[src/rtl/reg_writeback_queue_if.sv]
// Signal bundle between a writeback producer, the writeback queue and the
// register file write/read ports.
interface reg_writeback_queue_if #(
    parameter int DEPTH = 4
);
    localparam int CW = $clog2(DEPTH) + 1;

    logic          in_valid;
    logic          in_ready;
    logic [3:0]    in_rd;
    logic [15:0]   in_data;
    logic          hold;
    logic          wr;
    logic [3:0]    Rd;
    logic [15:0]   RW;
    logic [3:0]    Rs;
    logic [3:0]    Rt;
    logic          fwd1_hit;
    logic          fwd2_hit;
    logic [15:0]   fwd1_data;
    logic [15:0]   fwd2_data;
    logic [CW-1:0] count;
    logic          full;
    logic          empty;

    modport master (
        output in_valid, in_rd, in_data, hold, Rs, Rt,
        input  in_ready, wr, Rd, RW, fwd1_hit, fwd2_hit, fwd1_data, fwd2_data,
               count, full, empty
    );

    modport slave (
        input  in_valid, in_rd, in_data, hold, Rs, Rt,
        output in_ready, wr, Rd, RW, fwd1_hit, fwd2_hit, fwd1_data, fwd2_data,
               count, full, empty
    );
endinterface

[src/rtl/reg_writeback_queue.sv]
// Circular writeback queue in front of the register file write port, with
// youngest-first forwarding of pending values to the two read indices.
module reg_writeback_queue #(
    parameter int DEPTH = 4
) (
    input  logic                 clk,
    input  logic                 rst,
    reg_writeback_queue_if.slave bus
);
    localparam int PW = $clog2(DEPTH);
    localparam int CW = PW + 1;

    logic [3:0]    r_memRd   [DEPTH];
    logic [15:0]   r_memData [DEPTH];
    logic [PW-1:0] r_head;
    logic [PW-1:0] r_tail;
    logic [CW-1:0] r_count;
    logic          r_wr;
    logic [3:0]    r_rd;
    logic [15:0]   r_rw;

    logic          w_full;
    logic          w_empty;
    logic          w_push;
    logic          w_pop;
    logic [PW-1:0] w_idx;
    logic          w_fwd1Hit;
    logic          w_fwd2Hit;
    logic [15:0]   w_fwd1Data;
    logic [15:0]   w_fwd2Data;

    assign w_full  = (r_count == CW'(DEPTH));
    assign w_empty = (r_count == '0);
    assign w_push  = bus.in_valid && !w_full;
    // Pop only looks at entries already present, so a fresh push waits an edge.
    assign w_pop   = !w_empty && !bus.hold;

    always_ff @(posedge clk) begin
        if (w_push) begin
            r_memRd[r_tail]   <= bus.in_rd;
            r_memData[r_tail] <= bus.in_data;
        end
    end

    always_ff @(posedge clk or negedge rst) begin
        if (!rst) begin
            r_head  <= '0;
            r_tail  <= '0;
            r_count <= '0;
            r_wr    <= 1'b0;
            r_rd    <= '0;
            r_rw    <= '0;
        end else begin
            if (w_push) begin
                r_tail <= r_tail + PW'(1);
            end
            if (w_pop) begin
                r_head <= r_head + PW'(1);
                r_wr   <= 1'b1;
                r_rd   <= r_memRd[r_head];
                r_rw   <= r_memData[r_head];
            end else begin
                r_wr   <= 1'b0;
            end
            case ({w_push, w_pop})
                2'b10:   r_count <= r_count + CW'(1);
                2'b01:   r_count <= r_count - CW'(1);
                default: r_count <= r_count;
            endcase
        end
    end

    // Scan oldest to youngest so later matches override; output stage is oldest.
    always_comb begin
        w_idx      = '0;
        w_fwd1Hit  = r_wr && (r_rd == bus.Rs);
        w_fwd2Hit  = r_wr && (r_rd == bus.Rt);
        w_fwd1Data = w_fwd1Hit ? r_rw : '0;
        w_fwd2Data = w_fwd2Hit ? r_rw : '0;
        for (int k = 0; k < DEPTH; k++) begin
            w_idx = r_head + PW'(k);
            if (CW'(k) < r_count) begin
                if (r_memRd[w_idx] == bus.Rs) begin
                    w_fwd1Hit  = 1'b1;
                    w_fwd1Data = r_memData[w_idx];
                end
                if (r_memRd[w_idx] == bus.Rt) begin
                    w_fwd2Hit  = 1'b1;
                    w_fwd2Data = r_memData[w_idx];
                end
            end
        end
    end

    assign bus.in_ready  = !w_full;
    assign bus.wr        = r_wr;
    assign bus.Rd        = r_rd;
    assign bus.RW        = r_rw;
    assign bus.count     = r_count;
    assign bus.full      = w_full;
    assign bus.empty     = w_empty;
    assign bus.fwd1_hit  = w_fwd1Hit;
    assign bus.fwd2_hit  = w_fwd2Hit;
    assign bus.fwd1_data = w_fwd1Data;
    assign bus.fwd2_data = w_fwd2Data;
endmodule

[src/flat_wrapper.sv]
// flat-port wrapper written by rule: the top's interface ports become plain ports
module reg_writeback_queue_flat 
#(
    parameter int DEPTH = 4
)
  (clk, rst, bus_in_valid, bus_in_rd, bus_in_data, bus_hold, bus_Rs, bus_Rt, bus_in_ready, bus_wr, bus_Rd, bus_RW, bus_fwd1_hit, bus_fwd2_hit, bus_fwd1_data, bus_fwd2_data, bus_count, bus_full, bus_empty);
  reg_writeback_queue_if #(.DEPTH(DEPTH)) bus_i ();
  input  logic clk;
  input  logic rst;
  input wire logic [$bits(bus_i.in_valid)-1:0] bus_in_valid;
  input wire logic [$bits(bus_i.in_rd)-1:0] bus_in_rd;
  input wire logic [$bits(bus_i.in_data)-1:0] bus_in_data;
  input wire logic [$bits(bus_i.hold)-1:0] bus_hold;
  input wire logic [$bits(bus_i.Rs)-1:0] bus_Rs;
  input wire logic [$bits(bus_i.Rt)-1:0] bus_Rt;
  output wire logic [$bits(bus_i.in_ready)-1:0] bus_in_ready;
  output wire logic [$bits(bus_i.wr)-1:0] bus_wr;
  output wire logic [$bits(bus_i.Rd)-1:0] bus_Rd;
  output wire logic [$bits(bus_i.RW)-1:0] bus_RW;
  output wire logic [$bits(bus_i.fwd1_hit)-1:0] bus_fwd1_hit;
  output wire logic [$bits(bus_i.fwd2_hit)-1:0] bus_fwd2_hit;
  output wire logic [$bits(bus_i.fwd1_data)-1:0] bus_fwd1_data;
  output wire logic [$bits(bus_i.fwd2_data)-1:0] bus_fwd2_data;
  output wire logic [$bits(bus_i.count)-1:0] bus_count;
  output wire logic [$bits(bus_i.full)-1:0] bus_full;
  output wire logic [$bits(bus_i.empty)-1:0] bus_empty;
  assign bus_i.in_valid = bus_in_valid;
  assign bus_i.in_rd = bus_in_rd;
  assign bus_i.in_data = bus_in_data;
  assign bus_i.hold = bus_hold;
  assign bus_i.Rs = bus_Rs;
  assign bus_i.Rt = bus_Rt;
  assign bus_in_ready = bus_i.in_ready;
  assign bus_wr = bus_i.wr;
  assign bus_Rd = bus_i.Rd;
  assign bus_RW = bus_i.RW;
  assign bus_fwd1_hit = bus_i.fwd1_hit;
  assign bus_fwd2_hit = bus_i.fwd2_hit;
  assign bus_fwd1_data = bus_i.fwd1_data;
  assign bus_fwd2_data = bus_i.fwd2_data;
  assign bus_count = bus_i.count;
  assign bus_full = bus_i.full;
  assign bus_empty = bus_i.empty;
  reg_writeback_queue #(.DEPTH(DEPTH)) u_core (.clk(clk), .rst(rst), .bus(bus_i));
endmodule
[config.mk]
export PLATFORM = sky130hd
export DESIGN_NAME = reg_writeback_queue_flat
export DESIGN_NICKNAME = d
export VERILOG_FILES = /design/src/rtl/reg_writeback_queue_if.sv /design/src/rtl/reg_writeback_queue.sv /design/src/flat_wrapper.sv
export SDC_FILE = /design/constraint.sdc
export NUM_CORES = 1
export LEC_CHECK = 0
export CAP_MARGIN = 20
export CORE_MARGIN = 8
export CORE_UTILIZATION = 45
export CTS_CLUSTER_DIAMETER = 50
export DETAILED_ROUTE_END_ITERATION = 7
export MAX_ROUTING_LAYER = met4
export PLACE_DENSITY = 0.7
export RECOVER_POWER = 50
export SLEW_MARGIN = 20
export SYNTH_ARGS = -nofsm -noshare
export SYNTH_HDL_FRONTEND = slang
export SYNTH_SLANG_ARGS = --single-unit
[constraint.sdc]
create_clock -name clk -period 3.45 [get_ports clk]
set_input_delay 0.5175 -clock clk [delete_from_list [all_inputs] [get_ports clk]]
set_output_delay 0.5175 -clock clk [all_outputs]
set_load 0.02 [all_outputs]
==> flow_metrics.tcl, run 1 <==
set metrics [dict create \
    status "finished with violations" \
    violations "max-capacitance violations, max-slew violations, negative setup slack" \
    areaGrowthSynthToFinish_pct 39.7 \
    p_int_uw 5890 \
    total_power_uw 11000 \
    critPathLaunchType "register" \
    p_leak_uw 0.00383 \
    sequentialPowerShare_pct 19.5 \
    htree_levels 3 \
    fmax_mhz 281 \
    p_sw_share_pct 46.6 \
    synth_top_family_by_area "multiplexers" \
    place_ws_ps -250 \
    hold_path_class "register to register" \
    power.density_nw_per_um2 1080 \
    finalNonFillerCells 1069 \
    rows 46 \
    synthAdderAreaFrac_pct 1.55 \
    post-route-period-util_pct 103 \
    vias_per_cell 5.68 \
    numCtsBuffers 9 \
    clk_latency_ps 370 \
    maxCapViolCount 1 \
    gr-usage-met3_pct 5.18 \
    ys_warn_count 0 \
    cts_sinks 108 \
    cts_tree "built" \
    grt_pass1_wl_um 32900 \
    arrival_ps 3040 \
    wl_um 22000 \
    cp_max_fo 16 \
    worstMarginPinSlew_ps 1700 \
    max-vdd-ir-drop_uv 447 \
    syn_area_sq_um 7280 \
    syn_avg_cell_area_sq_um 10.9 \
    gp_congestion 0.898 \
    power_frac_clock_pct 9.5 \
    die_x_um 143 \
    grt_usage_pct 21.8 \
    power.switching_uw 5140 \
    ff2ff_path_depth 6 \
    ant_nets 0 \
    die_y_um 143 \
    grt.busiest_layer "met2" \
    clock_path_buffers 2 \
    clk_pin_slew_ps 80 \
    finalNetCount 889 \
    numPortBuffers 92 \
    initial_core_util_pct 46.0 \
    antenna_found_initial 0 \
    placed_area_sq_um 9150 \
    fin_skew_ps 12.5 \
    drtIter0Drc 450 \
    synth_compound_area_share_pct 15.1 \
    hold_slack_ps 584 \
    wire_per_inst_um 20.6 \
    grt.overflow.total 0 \
    io_pins 93 \
    cp-end-kind "primary output" \
    synth-seq-cells 108 \
    vias 6076 \
    yosys.cell_types.count 41 \
    setup_viol 16 \
    synthSimpleGateAreaFrac_pct 12.6 \
    synth.area.mux_share_pct 18.0 \
    core_area_sq_um 15800 \
    cp_data_required_time_ps 2930 \
    hold_viol_final 0 \
    post-route-cell-area_sq_um 10200 \
    ys_seq_area_share_pct 42.6 \
    path_class "register to primary output" \
    syn_inst 670 \
    layout-drive-gt1-share_pct 38.0 \
    met2_usage_pct 31.3 \
    dp.cells 1029 \
    grt_pass1_vias 5681 \
    grt_max_degree 65 \
    firstDrtPassIters 5 \
    fin_ws_ps -104 \
    grtUsageMet1_pct 30.1 \
    drc 0 \
    min_delay_path_depth 2 \
    combPwrFrac_pct 71.0 \
    min_period_ps 3550 \
    num_antenna_cells 0 \
    die_area_sq_um 20500 \
    dp_hpwl_um 16300 \
    grt_setup_unrepaired "true" \
    drv_slew 29 \
    cts_root_buffer "clkbuf_16" \
    synth-xor-area-share_pct 5.41 \
    synth_nets 711 \
    slew-limit-headroom_pct -13.1 \
]
-- cell families after synthesis --
family          Yosys count
compound gates          150
xor+xnor                 45
fa+ha+maj                 9
buf+inv                  67
flops                   108
mux                     105
simple gates            186
-- placed cells by master, fill, tap and decap left out, types with 4 or more instances in the layout --
cell,synthesis,layout
a21oi_1,48,47
a221oi_1,22,4
a221oi_2,10,16
a221oi_4,0,12
and2_1,18,15
and3_1,5,5
buf_12,0,14
buf_2,11,7
buf_4,2,124
buf_6,5,16
clkbuf_16,0,10
clkdlybuf4s50_1,0,35
dfrtp_1,28,26
dlygate4sd3_1,0,23
edfxtp_1,80,80
ha_1,9,9
inv_1,8,8
mux2_2,36,36
mux2i_1,53,46
mux2i_4,0,4
mux4_2,12,15
nand2_1,43,43
nand3_1,6,6
nor2_1,38,30
nor2_2,1,7
nor2b_1,16,16
nor3_1,49,48
o21ai_0,35,35
o221ai_2,9,14
o31ai_2,0,10
o31ai_4,0,5
xnor2_1,26,24
xor2_1,19,15
xor2_2,0,4
-- through the flow --
step | setup TNS [ps] | util [%]
after CTS | -1350 | 60.1
after detailed placement | -5760 | 57.8
after floorplan | 0 | -
final | -882 | 64.3
after global placement | -4230 | 57.8
after global routing | -3350 | 64.3
-- sequential cells by signal (all words and copies together), names as in the netlist --
register          count
u_core.bus.count      3
u_core.r_memData     64
u_core.bus.Rd         4
u_core.r_memRd       16
u_core.bus.wr         1
u_core.r_tail         2
u_core.r_head         2
u_core.bus.RW        16
-- cells in the mapped netlist --
cell type | n | area share, %
edfxtp_1 | 80 | 33
mux2i_1 | 53 | 7.3
nor3_1 | 49 | 3.4
a21oi_1 | 48 | 3.3
nand2_1 | 43 | 2.2
nor2_1 | 38 | 2.0
mux2_2 | 36 | 5.6
clkbuf_1 | 35 | 1.8
o21ai_0 | 35 | 2.4
dfrtp_1 | 28 | 9.6
xnor2_1 | 26 | 3.1
a221oi_1 | 22 | 2.6
xor2_1 | 19 | 2.3
and2_1 | 18 | 1.5
nor2b_1 | 16 | 1.4
o31ai_1 | 16 | 1.6
mux4_2 | 12 | 3.7
buf_2 | 11 | 0.76
a221oi_2 | 10 | 2.1
ha_1 | 9 | 1.5
o221ai_2 | 9 | 1.9
inv_1 | 8 | 0.41
o221ai_1 | 7 | 0.84
nand3_1 | 6 | 0.41
and3_1 | 5 | 0.43
buf_6 | 5 | 0.77
mux4_1 | 4 | 1.4
buf_1 | 3 | 0.15
buf_8 | 3 | 0.62
a21oi_2 | 2 | 0.24
buf_4 | 2 | 0.21
nor3_2 | 2 | 0.27
or2_1 | 2 | 0.17
and4_1 | 1 | 0.12
nand2b_1 | 1 | 0.086
nand3b_1 | 1 | 0.10
nor2_2 | 1 | 0.086
nor4_1 | 1 | 0.086
nor4_4 | 1 | 0.29
o21ai_1 | 1 | 0.069
or3_1 | 1 | 0.086
-- power groups by stage --
stage	clock [uW]	combinational [uW]	sequential (uW)
floorplan	0	3920	2190
global placement	0	6960	2100
detailed placement	0	7060	2130
CTS	1070	6970	2100
global route	1110	8320	2200
finish	1050	7830	2150
-- path summary, 6_finish.rpt --
check	startpoint	end	slack, ps
min	u_core.bus.count[1]	u_core.bus.count[1]	580
max	u_core.r_head[0]	bus_fwd2_data[2]	-100
max reg2reg	u_core.bus.count[0]	u_core.bus.RW[6]	590
min in group asynchronous	rst	u_core.r_tail[0]	1120
min reg2reg	u_core.bus.count[1]	u_core.bus.count[1]	580
max in group asynchronous	rst	u_core.r_head[1]	1130
-- repair_timing --
action,4_1_cts,5_1_grt
hold buffers,0,0
resized for setup,157,133
gates cloned,0,1
endpoints found under the setup margin,34,34
buffers inserted,7,16
pin swaps,12,31
-- layout make-up --
cell class                      instances  area [sq um]
Multi-Input combinational cell        495          4380
Inverter                                8          30.0
Clock inverter                          7          85.1
Tap cell                              216           270
Fill cell                            1250          5650
Timing Repair Buffer                  226          2070
Sequential cell                       108          3110
Clock buffer                            9           225
-- critical path, stage by stage, from the launching register on --
cell and delay, ps:
dfrtp_2 470, buf_6 120, mux4_2 580, xor2_2 200
nor4_4 310, a21oi_2 120, buf_12 190, a221oi_2 300
o221ai_1 190, buf_4 190
-- routing by layer --
layer / routed length [um] / vias up
li1: - / 2888
met5: 0 / -
met4: 312 / 0
met1: 10000 / 2953
met3: 1730 / 24
met2: 9970 / 211
Power figures use the tool's default switching activity.
==> run 2: changes to the inputs <==
- clock period: 3.45 -> 3.5 ns (I/O delays scaled with it)
==> run 2 against run 1 <==
The run still ends with max-capacitance violations, max-slew violations, negative setup slack left. Sequential power about the same. Combinational power decreased by 0.8%. Hold slack got worse by 7.4 ps. Power decreased by 0.70%. Non-clock buffer count increased by 10. Utilization increased by 0.55 points. Die area unchanged. Worst setup slack got worse by 49 ps. Via count increased by 3.0%. First-iteration DRC count increased by 1.6%. Sequential cell count unchanged. Global-route usage increased by 0.36 points. Critical path type unchanged. Largest cell class unchanged.
==> flow_metrics.tcl, run 2 (synthesized netlist as in run 1, its figures left out) <==
set metrics [dict create \
    setup_viol 20 \
    drv_slew 29 \
    ant_nets 0 \
    htree_levels 3 \
    gp_congestion 0.893 \
    antenna_found_initial 0 \
    dp.cells 1034 \
    die_y_um 143 \
    numCtsBuffers 9 \
    slew-limit-headroom_pct -19.0 \
    core_area_sq_um 15800 \
    maxCapViolCount 1 \
    cpMaxStageDelayCell "mux4_2" \
    grtUsageMet1_pct 31.0 \
    die_area_sq_um 20500 \
    fin_skew_ps 9.84 \
    areaGrowthSynthToFinish_pct 40.9 \
    violations "max-capacitance violations, max-slew violations, negative setup slack" \
    grt.busiest_layer "met2" \
    io_pins 93 \
    numPortBuffers 92 \
    initial_core_util_pct 46.0 \
    path_class "register to primary output" \
    cts_sinks 108 \
    place_ws_ps -262 \
    met2_usage_pct 32.4 \
    critPathMaxStageDelay_ps 580 \
    cts_hold_buf 0 \
    grt_usage_pct 22.1 \
    finalNonFillerCells 1079 \
    wl_um 23200 \
    status "finished with violations" \
    num_antenna_cells 0 \
    layout-drive-gt1-share_pct 37.8 \
    firstDrtPassIters 5 \
    hold_viol_final 0 \
    grt_max_degree 66 \
    clock_path_buffers 2 \
    dp_hpwl_um 16400 \
    cts_root_buffer "clkbuf_16" \
    reg2reg_slack_ps 460 \
    mostFrequentLayoutCell "buf_4" \
    path_buf_inv 3 \
    p_leak_uw 0.00389 \
    wire_per_inst_um 21.5 \
    final_cell_mix "130 x buf_4, 80 x edfxtp_1, 49 x mux2i_1" \
    vias 6260 \
    finalCoreUtilization_pct 64.8 \
    post-route-period-util_pct 104 \
    cp_data_required_time_ps 2970 \
    clk_pin_slew_ps 70 \
    cp_cell_sequence "buf_6 -> mux4_2 -> xor2_2 -> nor4_4 -> a21oi_4 -> buf_12 -> a221oi_1 -> o221ai_1 -> buf_4" \
    post-route-cell-area_sq_um 10300 \
    arrival_ps 3130 \
    cp_max_fo 8 \
    critPathLaunchType "register" \
    cts_tree "built" \
    vias_per_cell 5.80 \
    grt_pass1_vias 5995 \
    hold_path_class "register to register" \
    max-vdd-ir-drop_uv 465 \
    gr-usage-met3_pct 4.41 \
    drc 0 \
    clk_latency_ps 360 \
    fmax_mhz 274 \
    largest_register "u_core.r_memData" \
    worstMarginPinSlew_ps 1790 \
    largest_reg_flops 64 \
    min_period_ps 3650 \
    drtIter0Drc 457 \
    critPathTopFamily "compound AO/OA/AOI/OAI gates" \
    power.density_nw_per_um2 1070 \
    cp-end-kind "primary output" \
    grt_pass1_wl_um 33700 \
    placed_area_sq_um 9150 \
    fin_ws_ps -153 \
    die_x_um 143 \
    grt_setup_unrepaired "true" \
    finalNetCount 899 \
    grt.overflow.total 0 \
    rows 46 \
]
## run 2: cell types whose count changed in the layout (fill, tap and decap cells not counted), moves of 5 or more
cell,delta
clkdlybuf4s50_1,-7
dlygate4sd3_1,+7
nor2_1,+7
buf_4,+6
o31ai_1,+6
nor2_2,-5
## run 2: final timing paths
kind                                      from                  end  cells after the start
max                           u_core.r_head[0]     bus_fwd2_data[2]                      9
min                        u_core.bus.count[1]  u_core.bus.count[1]                      2
max reg2reg                u_core.bus.count[0]  u_core.bus.count[2]                      9
min reg2reg                u_core.bus.count[1]  u_core.bus.count[1]                      2
max in group asynchronous                  rst     u_core.r_head[1]                      2
min in group asynchronous                  rst     u_core.r_tail[1]                      2
## run 2: per-stage QoR
step	hold WS, ps	TNS (ps)	total power, uW
after global placement	547	-1660	8890
after CTS	569	-734	10000
after floorplan	229	0	6020
final	577	-1100	11000
after detailed placement	559	-3210	9020
after global routing	637	-3210	11500
## run 2: worst register-to-register path, stage by stage, from the launching register on
cell and delay (ps):
dfrtp_1 460, inv_1 120, ha_1 220, nor2b_1 150, nor2_2 90, clkbuf_1 1080, ha_1 390, mux2i_1 220
nor2_1 70, xnor2_1 120
## run 2: area by class of cell
type | instances | area, sq um
inverters | 8 | 30.0
multi-input cells | 495 | 4370
flip-flops and latches | 108 | 3110
fillers | 1249 | 5570
clock inverters | 7 | 85.1
well taps | 216 | 270
clock buffers | 9 | 225
repair buffers | 236 | 2180
## run 2: power by group
| group | total [uW] | internal [uW] | switching (uW) |
|---|---|---|---|
| logic | 7770 | 3530 | 4240 |
| registers | 2130 | 1760 | 370 |
| clock network | 1060 | 566 | 492 |
## run 2: per-layer routing
layer	vias to the layer above	wire length [um]
li1	2912	-
met1	3085	10600
met2	247	10600
met3	16	1720
met4	0	246
met5	-	0
## run 2: timing repair
item	4_1_cts	5_1_grt
pin swaps	12	52
setup buffers	5	19
setup endpoints to repair	34	34
resized for setup	163	125
cloned	0	5
